`config.mk`:
```
export PLATFORM = sky130hd
export DESIGN_NAME = filter_frame_collector
export DESIGN_NICKNAME = d
export VERILOG_FILES = /design/src/rtl/filter_frame_collector.sv
export SDC_FILE = /design/constraint.sdc
export NUM_CORES = 1
export LEC_CHECK = 0
export CORE_ASPECT_RATIO = 2
export CORE_MARGIN = 2
export CORE_UTILIZATION = 25
export CTS_CLUSTER_DIAMETER = 150
export DETAILED_ROUTE_END_ITERATION = 7
export HOLD_SLACK_MARGIN = 0.12
export PLACE_DENSITY = 0.44
export SYNTH_ARGS = -nofsm -noshare
export SYNTH_HDL_FRONTEND = slang
export SYNTH_SLANG_ARGS = --single-unit
```
`constraint.sdc`:
```
create_clock -name clk -period 3.3 [get_ports clk]
set_clock_uncertainty 0.05 [all_clocks]
set_input_delay 0.33 -clock clk [delete_from_list [all_inputs] [get_ports clk]]
set_output_delay 0.33 -clock clk [all_outputs]
set_load 0.01 [all_outputs]
```
`src/rtl/filter_frame_collector.sv`:
```
// Collects one frame of complex filter samples into a buffer, then drains it
// over a valid/ack port in bit-reversed (or natural) address order.
//
// state   | meaning
// IDLE    | waiting for a rising edge on in_ready
// CAPTURE | writing one sample per in_ready cycle until the buffer is full
// DRAIN   | presenting buffered samples to the consumer, one per transfer
module filter_frame_collector #(
  parameter int DEPTH  = 32,
  parameter int AW     = 5,
  parameter int BITREV = 1
) (
  input  logic                 clk,
  input  logic                 reset,
  input  logic signed [15:0]   in_r,
  input  logic signed [15:0]   in_i,
  input  logic                 in_ready,
  output logic signed [15:0]   dout_r,
  output logic signed [15:0]   dout_i,
  output logic                 dout_valid,
  input  logic                 dout_ack,
  output logic                 busy,
  output logic                 frame_done,
  output logic [AW-1:0]        dout_idx
);

  typedef enum logic [1:0] {IDLE, CAPTURE, DRAIN} state_t;

  state_t state, next_state;

  logic signed [15:0] mem_r [DEPTH];
  logic signed [15:0] mem_i [DEPTH];

  logic          in_ready_d;
  logic [AW-1:0] wr_ptr;
  logic [AW-1:0] rd_cnt;
  logic [AW-1:0] wr_addr;
  logic [AW-1:0] rd_next;
  logic [AW-1:0] rd_addr;
  logic          start;
  logic          wr_en;
  logic          load;
  logic          last_xfer;

  function automatic logic [AW-1:0] bitrev(input logic [AW-1:0] a);
    logic [AW-1:0] r;
    r = '0;
    for (int b = 0; b < AW; b++) r[b] = a[AW-1-b];
    return r;
  endfunction

  assign start   = in_ready && !in_ready_d;
  assign busy    = (state != IDLE);
  assign rd_addr = (BITREV != 0) ? bitrev(rd_next) : rd_next;

  always_ff @(posedge clk) begin
    if (reset) state <= IDLE;
    else       state <= next_state;
  end

  // rd_next is the count whose sample gets loaded into the output register
  // this cycle, so the read can run ahead of rd_cnt without a bubble.
  always_comb begin
    next_state = state;
    wr_en      = 1'b0;
    wr_addr    = wr_ptr;
    load       = 1'b0;
    rd_next    = rd_cnt;
    last_xfer  = 1'b0;
    case (state)
      IDLE: begin
        if (start) begin
          wr_en      = 1'b1;
          wr_addr    = '0;
          next_state = CAPTURE;
        end
      end
      CAPTURE: begin
        if (in_ready) begin
          wr_en = 1'b1;
          if (wr_ptr == AW'(DEPTH - 1)) begin
            next_state = DRAIN;
            rd_next    = '0;
          end
        end
      end
      DRAIN: begin
        if (!dout_valid) begin
          load = 1'b1;
        end else if (dout_ack) begin
          if (rd_cnt == AW'(DEPTH - 1)) begin
            last_xfer  = 1'b1;
            rd_next    = '0;
            next_state = IDLE;
          end else begin
            load    = 1'b1;
            rd_next = rd_cnt + 1'b1;
          end
        end
      end
      default: next_state = IDLE;
    endcase
  end

  // Buffer is deliberately left out of reset.
  always_ff @(posedge clk) begin
    if (wr_en && !reset) begin
      mem_r[wr_addr] <= in_r;
      mem_i[wr_addr] <= in_i;
    end
  end

  always_ff @(posedge clk) begin
    if (reset) begin
      in_ready_d <= 1'b0;
      wr_ptr     <= '0;
      rd_cnt     <= '0;
      dout_r     <= '0;
      dout_i     <= '0;
      dout_idx   <= '0;
      dout_valid <= 1'b0;
      frame_done <= 1'b0;
    end else begin
      in_ready_d <= in_ready;
      frame_done <= last_xfer;
      rd_cnt     <= rd_next;
      if (wr_en) wr_ptr <= wr_addr + 1'b1;
      if (load) begin
        dout_r     <= mem_r[rd_addr];
        dout_i     <= mem_i[rd_addr];
        dout_idx   <= rd_addr;
        dout_valid <= 1'b1;
      end else if (last_xfer) begin
        dout_valid <= 1'b0;
      end
    end
  end

endmodule

```
==> results_tabular.tex, run 1 <==
\begin{tabular}{lr}
\hline
Metric & Value \\
\hline
\multicolumn{2}{l}{\textbf{Pwr}} \\
Clock share of power & 40.3\% \\
Switching part of the total & about 22\% \\
Worst supply voltage drop on vdd & 371.1 uV \\
Cell-internal power & about 22000 uW \\
Ratio of total power to cell area & around 540 nW/um2 \\
Cell leakage power & roughly 0.016 uW \\
Psw & 6109 uW \\
Share of total power in sequential cells & 55.0\% \\
Relative contribution of combinational cells to total power & under 10\% \\
\multicolumn{2}{l}{\textbf{Worst setup path}} \\
Maximum cell stage delay along the critical path & approximately 410 ps \\
Crit path kind & flip-flop to flip-flop \\
Startpoint type of the worst setup path & flip-flop \\
Total buffers and inverters traversed by the critical path & 4 \\
Gate family responsible for the most delay along the worst path & simple AND/OR/NAND/NOR gates \\
Cell with the largest stage delay on the worst path & sky130\_fd\_sc\_hd\_\_ha\_1 \\
Data required time of the critical path & 3850 ps \\
Data arrival time at the worst-slack endpoint & roughly 3800 ps \\
Worst Path Max Fanout & 23 \\
Slack of the worst reg-to-reg path & 90 ps \\
Crit end category & flip-flop \\
Cell chain of the critical path & inv\_1, ha\_1, and2\_1, nand3\_2, and3\_4, buf\_12, buf\_12, buf\_4, nand2\_1, a31oi\_1, nand4\_1, a21o\_1, a31oi\_1 \\
\multicolumn{2}{l}{\textbf{Finish}} \\
Number of nets in the layout & 3398 \\
Commonest cells after routing, fill and taps aside & sky130\_fd\_sc\_hd\_\_edfxtp\_1, sky130\_fd\_sc\_hd\_\_nand2\_1, sky130\_fd\_sc\_hd\_\_nand3\_1 \\
Fraction of layout instances using a drive strength above 1 & 13.59\% \\
Design area & 50930 um2 \\
Layout Area Growth over Synthesis & 22.63\% \\
Most frequent standard cell in the layout excluding fill and tap cells & sky130\_fd\_sc\_hd\_\_edfxtp\_1 \\
Final std cells w/o fill & 5560 \\
\multicolumn{2}{l}{\textbf{Routing}} \\
DRC Markers & 0 \\
DRC violation total after the first TritonRoute iteration & 2039 \\
Vias per Instance & approximately 4.8 \\
Final antenna-violating net count & 0 \\
Number of search-and-repair iterations in the first detailed-routing pass & 5 \\
Via count & 26680 \\
Routed Wire Length & 147100 um \\
Wire length per cell after detailed routing & $\sim$26 um \\
\multicolumn{2}{l}{\textbf{Synth}} \\
Share of synthesized area occupied by flip-flops and latches & $\sim$77\% \\
Proportion of register bits with asynchronous set or reset after synthesis & 0\% \\
Cell count after synthesis & about 3100 \\
Synthesized flop and latch total & around 1100 \\
Dominant cells by area after synthesis & sky130\_fd\_sc\_hd\_\_edfxtp\_1, sky130\_fd\_sc\_hd\_\_nand2\_1, sky130\_fd\_sc\_hd\_\_nand3\_1 \\
Total standard cell area after synthesis & approximately 42000 um2 \\
Primary FF master, synth & sky130\_fd\_sc\_hd\_\_edfxtp\_1 \\
Library cells used by synthesis & 44 \\
Nets in the synthesized netlist & 3162 \\
Top-area cell type share of the netlist area & 74.04\% \\
Number of warnings printed during yosys synthesis & 0 \\
Cell accounting for the most synthesized area & sky130\_fd\_sc\_hd\_\_edfxtp\_1 \\
Avg Cell Area, Syn & 13.32 um2 \\
Post-synth EDFFs & 1024 \\
\multicolumn{2}{l}{\textbf{Clock network}} \\
Register clock-pin slew on the reported worst setup and hold paths & 70 ps \\
Hold\_buf cts & 0 \\
Clock tree from TritonCTS & done \\
H-Tree Level Count & 3 \\
CTS Buf Count & 90 \\
Insertion delay of the later-clocked pin in the worst-skew pair & 690 ps \\
Clk root buf & sky130\_fd\_sc\_hd\_\_clkbuf\_16 \\
Maximum count of clock buffers along a single path & 3 \\
Number of sinks driven by the clock tree & 1076 \\
\multicolumn{2}{l}{\textbf{Placement}} \\
Dpl hpwl & 88580 um \\
Port Buffer Count & 75 \\
Cell count after placement & 5383 \\
Cell area after placement & roughly 48000 um2 \\
Worst slack at placement & -136.5 ps \\
Placer Congestion & about 0.76 \\
\multicolumn{2}{l}{\textbf{Job}} \\
Count of maximum capacitance violations & 0 \\
\multicolumn{2}{l}{\textbf{Global route}} \\
Via count of the first global-routing pass & about 27000 \\
Global-route wire length before repair & about 200000 um \\
Number of antenna violations at the first check in global routing & 3 \\
Pin count of the biggest net entering global routing & 60 \\
Congestion Overflow GR & 0 \\
Global-route total usage across every layer & 16.97\% \\
\multicolumn{2}{l}{\textbf{Die}} \\
Floorplan die height & 580.4 um \\
Initial cell density of the core & 25.17\% \\
Boundary pin count & 76 \\
Full die area & 169600 um2 \\
Overall die width & 292.2 um \\
Core Area & 165000 um2 \\
Core Rows & between 200 and 250 \\
\multicolumn{2}{l}{\textbf{STA}} \\
Final number of max-transition violations & 0 \\
Transition at the pin with the smallest max-transition slack & 1299 ps \\
Final number of setup-violating endpoints & 0 \\
Slack of the critical path & a little over 90 ps \\
Final worst path period need & around 3200 ps \\
Rel. slew slack & between 10\% and 20\% \\
Share of the cycle needed by the critical path after routing & 97.20\% \\
Final hold viol count & 0 \\
Fmax & slightly above 0.3 GHz \\
Worst hold slack across all endpoints & 250.2 ps \\
RSZ-0062 raised after global routing & no \\
\multicolumn{2}{l}{\textbf{Outcome}} \\
Run status & finished, final reports clean \\
\multicolumn{2}{l}{\textbf{Hold path}} \\
Min-Delay Path Class & input port to flip-flop \\
\hline
\end{tabular}
[state kept, by name (all words and copies together) (netlist names), 2 cells and up]
signal and cells:
wr_ptr 5, mem_r 512, state 2, rd_cnt 5
dout_idx 5, dout_r 16, mem_i 512, dout_i 16
[area by class of cell]
class / count / area, um2
Clock buffer: 111 / 2424
Multi-Input combinational cell: 1834 / 9233
Sequential cell: 1076 / 31790
Inverter: 8 / 30.03
Clock inverter: 57 / 615.6
Fill cell: 16270 / 114100
Tap cell: 2130 / 2665
Antenna cell: 1 / 2.502
Timing Repair Buffer: 343 / 4172
[cells by family (layout without fill, tap and decap cells)]
kind of cell | Yosys count | after routing | synth area share, %
fa+ha+maj | 9 | 9 | 0.2711
buf+inv | 207 | 519 | 2.067
compound gates | 291 | 291 | 4.947
xor+xnor | 3 | 3 | 0.06328
mux | 32 | 32 | 0.7712
simple gates | 1499 | 1499 | 15.34
flops | 1076 | 1076 | 76.54
other cells | 0 | 1 | 0
[synth_stat cells, drive strengths merged, types with 4 or more instances]
library cell,instances
a22oi,5
a21o,33
nor2,55
clkbuf,122
edfxtp,1024
nor2b,6
ha,9
nand2,983
a21oi,10
a31oi,161
dfxtp,52
nand4,97
mux2i,32
a211oi,6
nor3,6
buf,77
a32oi,64
and2,5
nand3,331
inv,8
o21ai,4
[path summary, 6_finish.rpt]
kind,start,end,cells past startpoint
worst max-delay path,state[0],dout_r[4],13
worst min-delay path,reset,wr_ptr[0],3
worst max register to register,state[0],dout_r[4],13
worst min register to register,dout_idx[3],dout_idx[3],2
[per-layer routing]
metal | global-route usage (%) | wire length [um]
met5 | 0 | 0
met4 | 5.658 | 4966
met3 | 1.645 | 4941
met2 | 32.73 | 80900
met1 | 19.26 | 56300
[power by group through the flow]
stage	combinational, uW	sequential, uW	clock, uW
floorplan	435	15500	0
global placement	1300	15500	0
detailed placement	1300	15500	0
CTS	1310	15200	11500
global route	1380	15200	11900
finish	1280	15200	11200
[tightest hold or removal path: stages]
cell and delay (ps):
sky130_fd_sc_hd__buf_4 130, sky130_fd_sc_hd__buf_4 290, sky130_fd_sc_hd__a21oi_1 180
[per-stage QoR]
stage / total power, uW / utilization, % / setup TNS (ps)
after detailed placement: 16840 / 28.92 / -292.4
after floorplan: 15940 / - / -117590
final: 27690 / 30.87 / 0
after global placement: 16840 / 28.92 / -360.5
after CTS: 27990 / 30.80 / -10.11
after global routing: 28490 / 30.87 / 0
[repair_timing]
item                                    in CTS  in global routing
gates cloned                                 1                  2
endpoints found under the setup margin       3                 18
pin swaps                                    2                  2
setup buffers                                2                  4
gates resized for setup                      2                  6
Power figures use the tool's default switching activity.
==> inputs of run 2 (changes only) <==
--- a/config.mk
+++ b/config.mk
@@ -6,12 +6,13 @@
 export NUM_CORES = 1
 export LEC_CHECK = 0
 export CORE_ASPECT_RATIO = 2
-export CORE_MARGIN = 2
 export CORE_UTILIZATION = 25
 export CTS_CLUSTER_DIAMETER = 150
 export DETAILED_ROUTE_END_ITERATION = 7
 export HOLD_SLACK_MARGIN = 0.12
 export PLACE_DENSITY = 0.44
+export SKIP_LAST_GASP = 1
+export SLEW_MARGIN = 10
 export SYNTH_ARGS = -nofsm -noshare
 export SYNTH_HDL_FRONTEND = slang
 export SYNTH_SLANG_ARGS = --single-unit
==> run 2 against run 1 <==
Effect of this change:
- critical path depth stayed put
- sequential share of layout area shrank 0.54 points
- cell count increased by 0.50%
- via count up 0.17%
- largest power group unchanged
==> results_tabular.tex, run 2 (synthesis results as in run 1) <==
\begin{tabular}{lr}
\hline
Metric & Value \\
\hline
\multicolumn{2}{l}{\textbf{Outcome}} \\
Run status & finished, final reports clean (unchanged) \\
\multicolumn{2}{l}{\textbf{Finish}} \\
Number of nets in the layout & 3422 (was 3398) \\
Commonest cells after routing, fill and taps aside & sky130\_fd\_sc\_hd\_\_edfxtp\_1, sky130\_fd\_sc\_hd\_\_nand2\_1, sky130\_fd\_sc\_hd\_\_nand3\_1 (unchanged) \\
Registers with the most flip-flops & mem\_i x512, mem\_r x512 (unchanged) \\
Most frequent standard cell in the layout excluding fill and tap cells & sky130\_fd\_sc\_hd\_\_edfxtp\_1 (unchanged) \\
Layout filler cell count & 16260 (was 16270) \\
Layout Area Growth over Synthesis & 23.70\% (was 22.63\%) \\
Design area & 51380 um2 (was 50930 um2) \\
Fraction of layout instances using a drive strength above 1 & 14.24\% (was 13.59\%) \\
\multicolumn{2}{l}{\textbf{Job}} \\
Count of maximum capacitance violations & 0 (unchanged) \\
\multicolumn{2}{l}{\textbf{Clock network}} \\
Register clock-pin slew on the reported worst setup and hold paths & 70 ps (about the same) \\
Number of sinks driven by the clock tree & 1076 (unchanged) \\
Clk root buf & sky130\_fd\_sc\_hd\_\_clkbuf\_16 (unchanged) \\
Maximum count of clock buffers along a single path & 3 (unchanged) \\
H-Tree Level Count & 3 (unchanged) \\
Insertion delay of the later-clocked pin in the worst-skew pair & 710 ps (was 690 ps) \\
Clock tree from TritonCTS & done (unchanged) \\
CTS Buf Count & 93 (was 90) \\
\multicolumn{2}{l}{\textbf{STA}} \\
Worst hold slack across all endpoints & 418.1 ps (was 250.2 ps) \\
Final number of max-transition violations & 0 (unchanged) \\
Transition at the pin with the smallest max-transition slack & 1265 ps (was 1299 ps) \\
Slack of the critical path & 149.0 ps (was 92.30 ps) \\
Final number of setup-violating endpoints & 0 (unchanged) \\
RSZ-0062 raised after global routing & no (unchanged) \\
Rel. slew slack & 15.40\% (was 13.11\%) \\
Fmax & 0.3174 GHz (was 0.3118 GHz) \\
Final worst path period need & 3151 ps (was 3208 ps) \\
Final hold viol count & 0 (unchanged) \\
Share of the cycle needed by the critical path after routing & 95.48\% (was 97.20\%) \\
\multicolumn{2}{l}{\textbf{Die}} \\
Core Rows & 211 (unchanged) \\
Boundary pin count & 76 (unchanged) \\
Full die area & 167900 um2 (was 169600 um2) \\
Floorplan die height & 578.4 um (was 580.4 um) \\
Initial cell density of the core & 25.17\% (unchanged) \\
Core Area & 165000 um2 (unchanged) \\
Overall die width & 290.2 um (was 292.2 um) \\
\multicolumn{2}{l}{\textbf{Pwr}} \\
Ratio of total power to cell area & 553.2 nW/um2 (was 543.7 nW/um2) \\
Worst supply voltage drop on vdd & 411.7 uV (was 371.1 uV) \\
Cell leakage power & 0.01658 uW (was 0.01634 uW) \\
\multicolumn{2}{l}{\textbf{Routing}} \\
DRC Markers & 0 (unchanged) \\
Routed Wire Length & 148200 um (was 147100 um) \\
Via count & 26730 (was 26680) \\
Number of search-and-repair iterations in the first detailed-routing pass & 5 (unchanged) \\
Vias per Instance & 4.783 (was 4.799) \\
Wire length per cell after detailed routing & 26.52 um (was 26.46 um) \\
Final antenna-violating net count & 0 (unchanged) \\
DRC violation total after the first TritonRoute iteration & 2012 (was 2039) \\
\multicolumn{2}{l}{\textbf{Placement}} \\
Placer Congestion & 0.7949 (was 0.7645) \\
Cell area after placement & 47970 um2 (was 47720 um2) \\
Worst slack at placement & -90.30 ps (was -136.5 ps) \\
Port Buffer Count & 75 (unchanged) \\
Dpl hpwl & 91940 um (was 88580 um) \\
\multicolumn{2}{l}{\textbf{Worst setup path}} \\
Data required time of the critical path & 3800 ps (was 3850 ps) \\
Data arrival time at the worst-slack endpoint & 3660 ps (was 3750 ps) \\
Slack of the worst reg-to-reg path & 150 ps (was 90 ps) \\
Startpoint of the worst register-to-register path & rd\_cnt[1] (was state[0]) \\
Startpoint type of the worst setup path & flip-flop (unchanged) \\
Cells on worst reg2reg path & 13 (unchanged) \\
Crit end category & flip-flop (unchanged) \\
Capturing point of the worst reg2reg path & dout\_i[9] (was dout\_r[4]) \\
Worst Path Max Fanout & 14 (was 23) \\
Crit path kind & flip-flop to flip-flop (unchanged) \\
\multicolumn{2}{l}{\textbf{Global route}} \\
Congestion Overflow GR & 0 (unchanged) \\
Global-route wire length before repair & 205900 um (was 204800 um) \\
Global-route total usage across every layer & 17.35\% (was 16.97\%) \\
Via count of the first global-routing pass & 26970 (was 26870) \\
Number of antenna violations at the first check in global routing & 6 (was 3) \\
Pin count of the biggest net entering global routing & 61 (was 60) \\
\multicolumn{2}{l}{\textbf{Hold path}} \\
Hold path cells & 2 (was 3) \\
Hold Path Sink & mem\_r[13][5] (was wr\_ptr[0]) \\
Hold path startpoint & in\_r[5] (was reset) \\
Min-Delay Path Class & input port to flip-flop (unchanged) \\
\hline
\end{tabular}
-- run 2: changes by cell type in the layout (fill, tap and decap cells not counted), moves of 5 or more --
cell and change:
sky130_fd_sc_hd__buf_4 +12, sky130_fd_sc_hd__buf_12 +8, sky130_fd_sc_hd__clkinvlp_4 -6, sky130_fd_sc_hd__bufinv_16 +5
-- run 2: cell type report --
| class | count | area (um2) | area share (%) |
|---|---|---|---|
| repair buffers | 364 | 4397 | 8.558 |
| inverters | 8 | 30.03 | 0.05845 |
| well taps | 2130 | 2665 | 5.187 |
| flip-flops and latches | 1076 | 31790 | 61.88 |
| clock buffers | 112 | 2480 | 4.827 |
| diodes | 3 | 7.507 | 0.01461 |
| multi-input cells | 1834 | 9235 | 17.98 |
| clock inverters | 61 | 769.5 | 1.498 |
-- run 2: power breakdown --
part           internal, uW  total (uW)  switching [uW]
Clock                  6590       11800            5230
Combinational           434        1350             920
Sequential            15100       15200             124
-- run 2: metrics by stage --
| step | instances | power, uW | TNS [ps] | util, % |
|---|---|---|---|---|
| after CTS | 5576 | 28710 | 0 | 31.05 |
| after global routing | 5587 | 29190 | 0 | 31.13 |
| final | 5588 | 28420 | 0 | 31.14 |
| after floorplan | 3117 | 15940 | -117590 | - |
| after global placement | 5402 | 16900 | -1205 | 29.07 |
| after detailed placement | 5402 | 16910 | -1556 | 29.07 |
-- run 2: per-layer routing --
layer	vias up	wire [um]	GRT usage, %
met5	-	13	0
met4	2	6322	7.155
met3	225	5634	1.846
met2	704	80600	33.39
met1	13770	55630	19.16
li1	12030	-	-
-- run 2: worst max-delay path by stage --
stage | depth (start not counted) | end | start
2_1_floorplan | 10 | mem_i[26][0] | state[0]
3_3_place_gp | 10 | dout_i[9] | in_ready
3_5_place_dp | 10 | dout_i[9] | in_ready
4_1_cts | 13 | dout_i[9] | rd_cnt[1]
5_1_grt | 13 | dout_i[9] | rd_cnt[1]
6_report | 13 | dout_i[9] | rd_cnt[1]
-- run 2: critical path: stages, from the launching register on --
cell	delay [ps]
sky130_fd_sc_hd__dfxtp_2	350
sky130_fd_sc_hd__ha_2	190
sky130_fd_sc_hd__and3_1	180
sky130_fd_sc_hd__ha_1	220
sky130_fd_sc_hd__buf_4	180
sky130_fd_sc_hd__nor4_1	330
sky130_fd_sc_hd__a221oi_2	110
sky130_fd_sc_hd__buf_4	170
sky130_fd_sc_hd__nor2b_4	180
sky130_fd_sc_hd__buf_12	210
sky130_fd_sc_hd__buf_4	280
sky130_fd_sc_hd__nand3_1	120
sky130_fd_sc_hd__a32oi_2	300
sky130_fd_sc_hd__a31oi_1	110
-- run 2: repair_timing --
action	CTS	global route
hold endpoints to repair	2	0
hold buffers	1	0
buffers inserted	0	8
gates resized for setup	0	12
setup endpoints to repair	0	22
==> inputs of run 3 (changes only) <==
--- a/config.mk
+++ b/config.mk
@@ -5,6 +5,7 @@
 export SDC_FILE = /design/constraint.sdc
 export NUM_CORES = 1
 export LEC_CHECK = 0
+export ABC_AREA = 1
 export CORE_ASPECT_RATIO = 2
 export CORE_UTILIZATION = 25
 export CTS_CLUSTER_DIAMETER = 150
==> run 3 against run 2 <==
Effect of this change:
- wire length rose by 12%
- worst setup slack better by 47 ps
- sequential cell count unchanged
==> results_tabular.tex, run 3 <==
\begin{tabular}{lr}
\hline
Metric & Value \\
\hline
\multicolumn{2}{l}{\textbf{Synth}} \\
Avg Cell Area, Syn & 10.51 um2 (was 13.32 um2) \\
Dominant cells by area after synthesis & sky130\_fd\_sc\_hd\_\_edfxtp\_1, sky130\_fd\_sc\_hd\_\_nand3\_1, sky130\_fd\_sc\_hd\_\_nand2\_1 (was sky130\_fd\_sc\_hd\_\_edfxtp\_1, sky130\_fd\_sc\_hd\_\_nand2\_1, sky130\_fd\_sc\_hd\_\_nand3\_1) \\
Nets in the synthesized netlist & 4433 (was 3162) \\
Share of synthesized area occupied by flip-flops and latches & 68.95\% (was 76.54\%) \\
Total standard cell area after synthesis & 46110 um2 (was 41530 um2) \\
Proportion of register bits with asynchronous set or reset after synthesis & 0\% (unchanged) \\
Cell count after synthesis & 4388 (was 3117) \\
Primary FF master, synth & sky130\_fd\_sc\_hd\_\_edfxtp\_1 (unchanged) \\
Post-synth EDFFs & 1024 (unchanged) \\
Library cells used by synthesis & 30 (was 44) \\
Cell accounting for the most synthesized area & sky130\_fd\_sc\_hd\_\_edfxtp\_1 (unchanged) \\
Synthesized flop and latch total & 1076 (unchanged) \\
Top-area cell type share of the netlist area & 66.69\% (was 74.04\%) \\
Number of warnings printed during yosys synthesis & 0 (unchanged) \\
Most repeated cell in the gate-level netlist after synthesis & sky130\_fd\_sc\_hd\_\_nand2\_1 (was sky130\_fd\_sc\_hd\_\_edfxtp\_1) \\
Top cell types by occurrence after synthesis & sky130\_fd\_sc\_hd\_\_nand2\_1, sky130\_fd\_sc\_hd\_\_nand3\_1, sky130\_fd\_sc\_hd\_\_edfxtp\_1 (was sky130\_fd\_sc\_hd\_\_edfxtp\_1, sky130\_fd\_sc\_hd\_\_nand2\_1, sky130\_fd\_sc\_hd\_\_nand3\_1) \\
\multicolumn{2}{l}{\textbf{Worst setup path}} \\
Worst Path Max Fanout & 59 (was 14) \\
Crit path kind & flip-flop to flip-flop (unchanged) \\
Cells on worst reg2reg path & 19 (was 13) \\
Gate family responsible for the most delay along the worst path & simple AND/OR/NAND/NOR gates (was buffers and inverters) \\
Data required time of the critical path & 3880 ps (was 3800 ps) \\
Cell with the largest stage delay on the worst path & sky130\_fd\_sc\_hd\_\_dfxtp\_1 (was sky130\_fd\_sc\_hd\_\_dfxtp\_2) \\
Maximum cell stage delay along the critical path & 390 ps (was 350 ps) \\
Startpoint of the worst register-to-register path & rd\_cnt[0] (was rd\_cnt[1]) \\
Data arrival time at the worst-slack endpoint & 3690 ps (was 3660 ps) \\
Crit end category & flip-flop (unchanged) \\
Startpoint type of the worst setup path & flip-flop (unchanged) \\
Stages on the worst setup path & 19 (was 13) \\
Most used cell along the critical path & sky130\_fd\_sc\_hd\_\_nand2\_1 (was sky130\_fd\_sc\_hd\_\_buf\_4) \\
Cell chain of the critical path & ha\_1, inv\_1, nor3\_1, ha\_1, o21ai\_0, nand3\_4, nand2\_8, buf\_12, buf\_12, nand2\_1, nand2\_1, nand2\_1, nand3\_1, nand3\_1, nand2\_1, nand2\_1, nand3\_1, nand2\_1, inv\_1 (was ha\_2, and3\_1, ha\_1, buf\_4, nor4\_1, a221oi\_2, buf\_4, nor2b\_4, buf\_12, buf\_4, nand3\_1, a32oi\_2, a31oi\_1) \\
Worst setup path endpoint & dout\_r[5] (was dout\_i[9]) \\
CP Launch Point & rd\_cnt[0] (was rd\_cnt[1]) \\
Total buffers and inverters traversed by the critical path & 4 (unchanged) \\
Slack of the worst reg-to-reg path & 200 ps (was 150 ps) \\
Capturing point of the worst reg2reg path & dout\_r[5] (was dout\_i[9]) \\
\multicolumn{2}{l}{\textbf{Clock network}} \\
Clock tree from TritonCTS & done (unchanged) \\
Number of sinks driven by the clock tree & 1076 (unchanged) \\
Number of buffers inserted to repair setup after CTS & 0 (unchanged) \\
Number of resized instances in the post-cts repair step & 0 (unchanged) \\
Maximum count of clock buffers along a single path & 3 (unchanged) \\
Clk root buf & sky130\_fd\_sc\_hd\_\_clkbuf\_16 (unchanged) \\
CTS Buf Count & 94 (was 93) \\
H-Tree Level Count & 3 (unchanged) \\
Insertion delay of the later-clocked pin in the worst-skew pair & 690 ps (was 710 ps) \\
Hold\_buf cts & 0 (was 1) \\
Register clock-pin slew on the reported worst setup and hold paths & 70 ps (about the same) \\
\multicolumn{2}{l}{\textbf{Routing}} \\
DRC Markers & 0 (unchanged) \\
Final antenna-violating net count & 0 (unchanged) \\
Wire length per cell after detailed routing & 23.92 um (was 26.52 um) \\
DRC violation total after the first TritonRoute iteration & 2427 (was 2012) \\
Via count & 32550 (was 26730) \\
Number of search-and-repair iterations in the first detailed-routing pass & 5 (unchanged) \\
Vias per Instance & 4.703 (was 4.783) \\
Routed Wire Length & 165600 um (was 148200 um) \\
\multicolumn{2}{l}{\textbf{STA}} \\
Final number of max-transition violations & 0 (unchanged) \\
Final hold viol count & 0 (unchanged) \\
Transition at the pin with the smallest max-transition slack & 1148 ps (was 1265 ps) \\
Total Neg Setup Slack & 0 ps (unchanged) \\
Fmax & 0.3222 GHz (was 0.3174 GHz) \\
Share of the cycle needed by the critical path after routing & 94.05\% (was 95.48\%) \\
Rel. slew slack & 23.21\% (was 15.40\%) \\
Final number of setup-violating endpoints & 0 (unchanged) \\
RSZ-0062 raised after global routing & yes (was no) \\
Worst hold slack across all endpoints & 243.9 ps (was 418.1 ps) \\
Final worst path period need & 3104 ps (was 3151 ps) \\
\multicolumn{2}{l}{\textbf{Finish}} \\
Most frequent standard cell in the layout excluding fill and tap cells & sky130\_fd\_sc\_hd\_\_nand2\_1 (was sky130\_fd\_sc\_hd\_\_edfxtp\_1) \\
Registers with the most flip-flops & mem\_i x512, mem\_r x512 (unchanged) \\
Commonest cells after routing, fill and taps aside & sky130\_fd\_sc\_hd\_\_nand2\_1, sky130\_fd\_sc\_hd\_\_nand3\_1, sky130\_fd\_sc\_hd\_\_edfxtp\_1 (was sky130\_fd\_sc\_hd\_\_edfxtp\_1, sky130\_fd\_sc\_hd\_\_nand2\_1, sky130\_fd\_sc\_hd\_\_nand3\_1) \\
Layout Area Growth over Synthesis & 18.67\% (was 23.70\%) \\
Number of nets in the layout & 4533 (was 3422) \\
Final std cells w/o fill & 6921 (was 5588) \\
Fraction of layout instances using a drive strength above 1 & 8.693\% (was 14.24\%) \\
\multicolumn{2}{l}{\textbf{Placement}} \\
Cell count after placement & 6743 (was 5402) \\
Placer Congestion & 0.7923 (was 0.7949) \\
Port Buffer Count & 75 (unchanged) \\
Dpl hpwl & 93660 um (was 91940 um) \\
\multicolumn{2}{l}{\textbf{Die}} \\
Full die area & 186300 um2 (was 167900 um2) \\
Core Area & 183000 um2 (was 165000 um2) \\
Overall die width & 305.7 um (was 290.2 um) \\
Core Rows & 222 (was 211) \\
Boundary pin count & 76 (unchanged) \\
Initial cell density of the core & 25.19\% (was 25.17\%) \\
Floorplan die height & 609.3 um (was 578.4 um) \\
\multicolumn{2}{l}{\textbf{Global route}} \\
Global-route wire length before repair & 236000 um (was 205900 um) \\
Congestion Overflow GR & 0 (unchanged) \\
Global-route total usage across every layer & 17.54\% (was 17.35\%) \\
Via count of the first global-routing pass & 32180 (was 26970) \\
Pin count of the biggest net entering global routing & 94 (was 61) \\
Number of antenna violations at the first check in global routing & 9 (was 6) \\
\multicolumn{2}{l}{\textbf{Hold path}} \\
Min-Delay Path Class & input port to flip-flop (unchanged) \\
Hold path startpoint & in\_ready (was in\_r[5]) \\
\multicolumn{2}{l}{\textbf{Job}} \\
Count of maximum capacitance violations & 0 (unchanged) \\
\multicolumn{2}{l}{\textbf{Pwr}} \\
Psw & 8815 uW (was 6278 uW) \\
Switching part of the total & 28.13\% (was 22.09\%) \\
Cell leakage power & 0.02130 uW (was 0.01658 uW) \\
Cell-internal power & 22520 uW (was 22140 uW) \\
Relative contribution of combinational cells to total power & 15.1\% (was 4.8\%) \\
Share of total power in sequential cells & 49.1\% (was 53.6\%) \\
Clock share of power & 35.8\% (was 41.6\%) \\
Ratio of total power to cell area & 572.8 nW/um2 (was 553.2 nW/um2) \\
Worst supply voltage drop on vdd & 490.3 uV (was 411.7 uV) \\
\multicolumn{2}{l}{\textbf{Outcome}} \\
Run status & finished, final reports clean (unchanged) \\
\hline
\end{tabular}
run 3: how the worst min path moves through the flow:
stage                     cells after the start  slack, ps          end
final                                         3        240   in_ready_d
after global placement                        2        450    wr_ptr[1]
after detailed placement                      2        440    wr_ptr[1]
after floorplan                               0        380  mem_i[0][0]
after global routing                          3        290   in_ready_d
after CTS                                     3        190   in_ready_d
run 3: through the flow:
stage	total power [uW]	utilization [%]	cell area [um2]	setup slack (ps)
floorplan	17920	-	46110	104.7
detailed placement	20490	28.21	51640	121.5
CTS	31690	29.87	54670	179.8
finish	31340	29.89	54710	196.2
global placement	20510	28.21	51640	128.9
global route	32340	29.89	54710	-5.431
run 3: per-layer routing:
layer  up-vias  wire [um]  GRT usage, %
met5         -          0             0
met3       256       6196         1.688
met4         0       5480         5.984
met1     16420      65460         20.52
li1      15020          -             -
met2       860      88440         32.94
run 3: power by group through the flow:
stage / Clock, uW / Sequential [uW] / Combinational [uW]
2_1_floorplan: 0 / 15600 / 2290
3_3_place_gp: 0 / 15700 / 4810
3_5_place_dp: 0 / 15700 / 4800
4_1_cts: 11500 / 15400 / 4810
5_1_grt: 11900 / 15400 / 5060
6_report: 11200 / 15400 / 4740
run 3: layout make-up:
cell class	count	area [um2]
Multi-Input combinational cell	2644	11800
Tap cell	2352	2943
Sequential cell	1076	31790
Antenna cell	2	5.005
Inverter	387	1468
Clock buffer	124	2589
Clock inverter	51	437.9
Timing Repair Buffer	285	3686
Fill cell	18630	128300
run 3: worst reg2reg max path: cells and delay by family, from the launching register on:
| kind | cells | cell delay [ps] |
|---|---|---|
| AO/OA/AOI/OAI | 1 | 330 |
| adder cells (fa/ha/maj) | 2 | 460 |
| buffers and inverters | 4 | 580 |
| flip-flops | 1 | 390 |
| AND/OR/NAND/NOR | 12 | 1250 |
run 3: kinds of logic (layout without fill, tap and decap cells):
kind of cell | after synthesis | after routing | synth area share, %
AND/OR/NAND/NOR | 2604 | 2604 | 24.27
AO/OA/AOI/OAI | 30 | 30 | 0.3799
adder cells (fa/ha/maj) | 9 | 9 | 0.2442
buffers and inverters | 668 | 847 | 6.133
XOR/XNOR | 1 | 1 | 0.01900
other | 0 | 2 | 0
flip-flops | 1076 | 1076 | 68.95
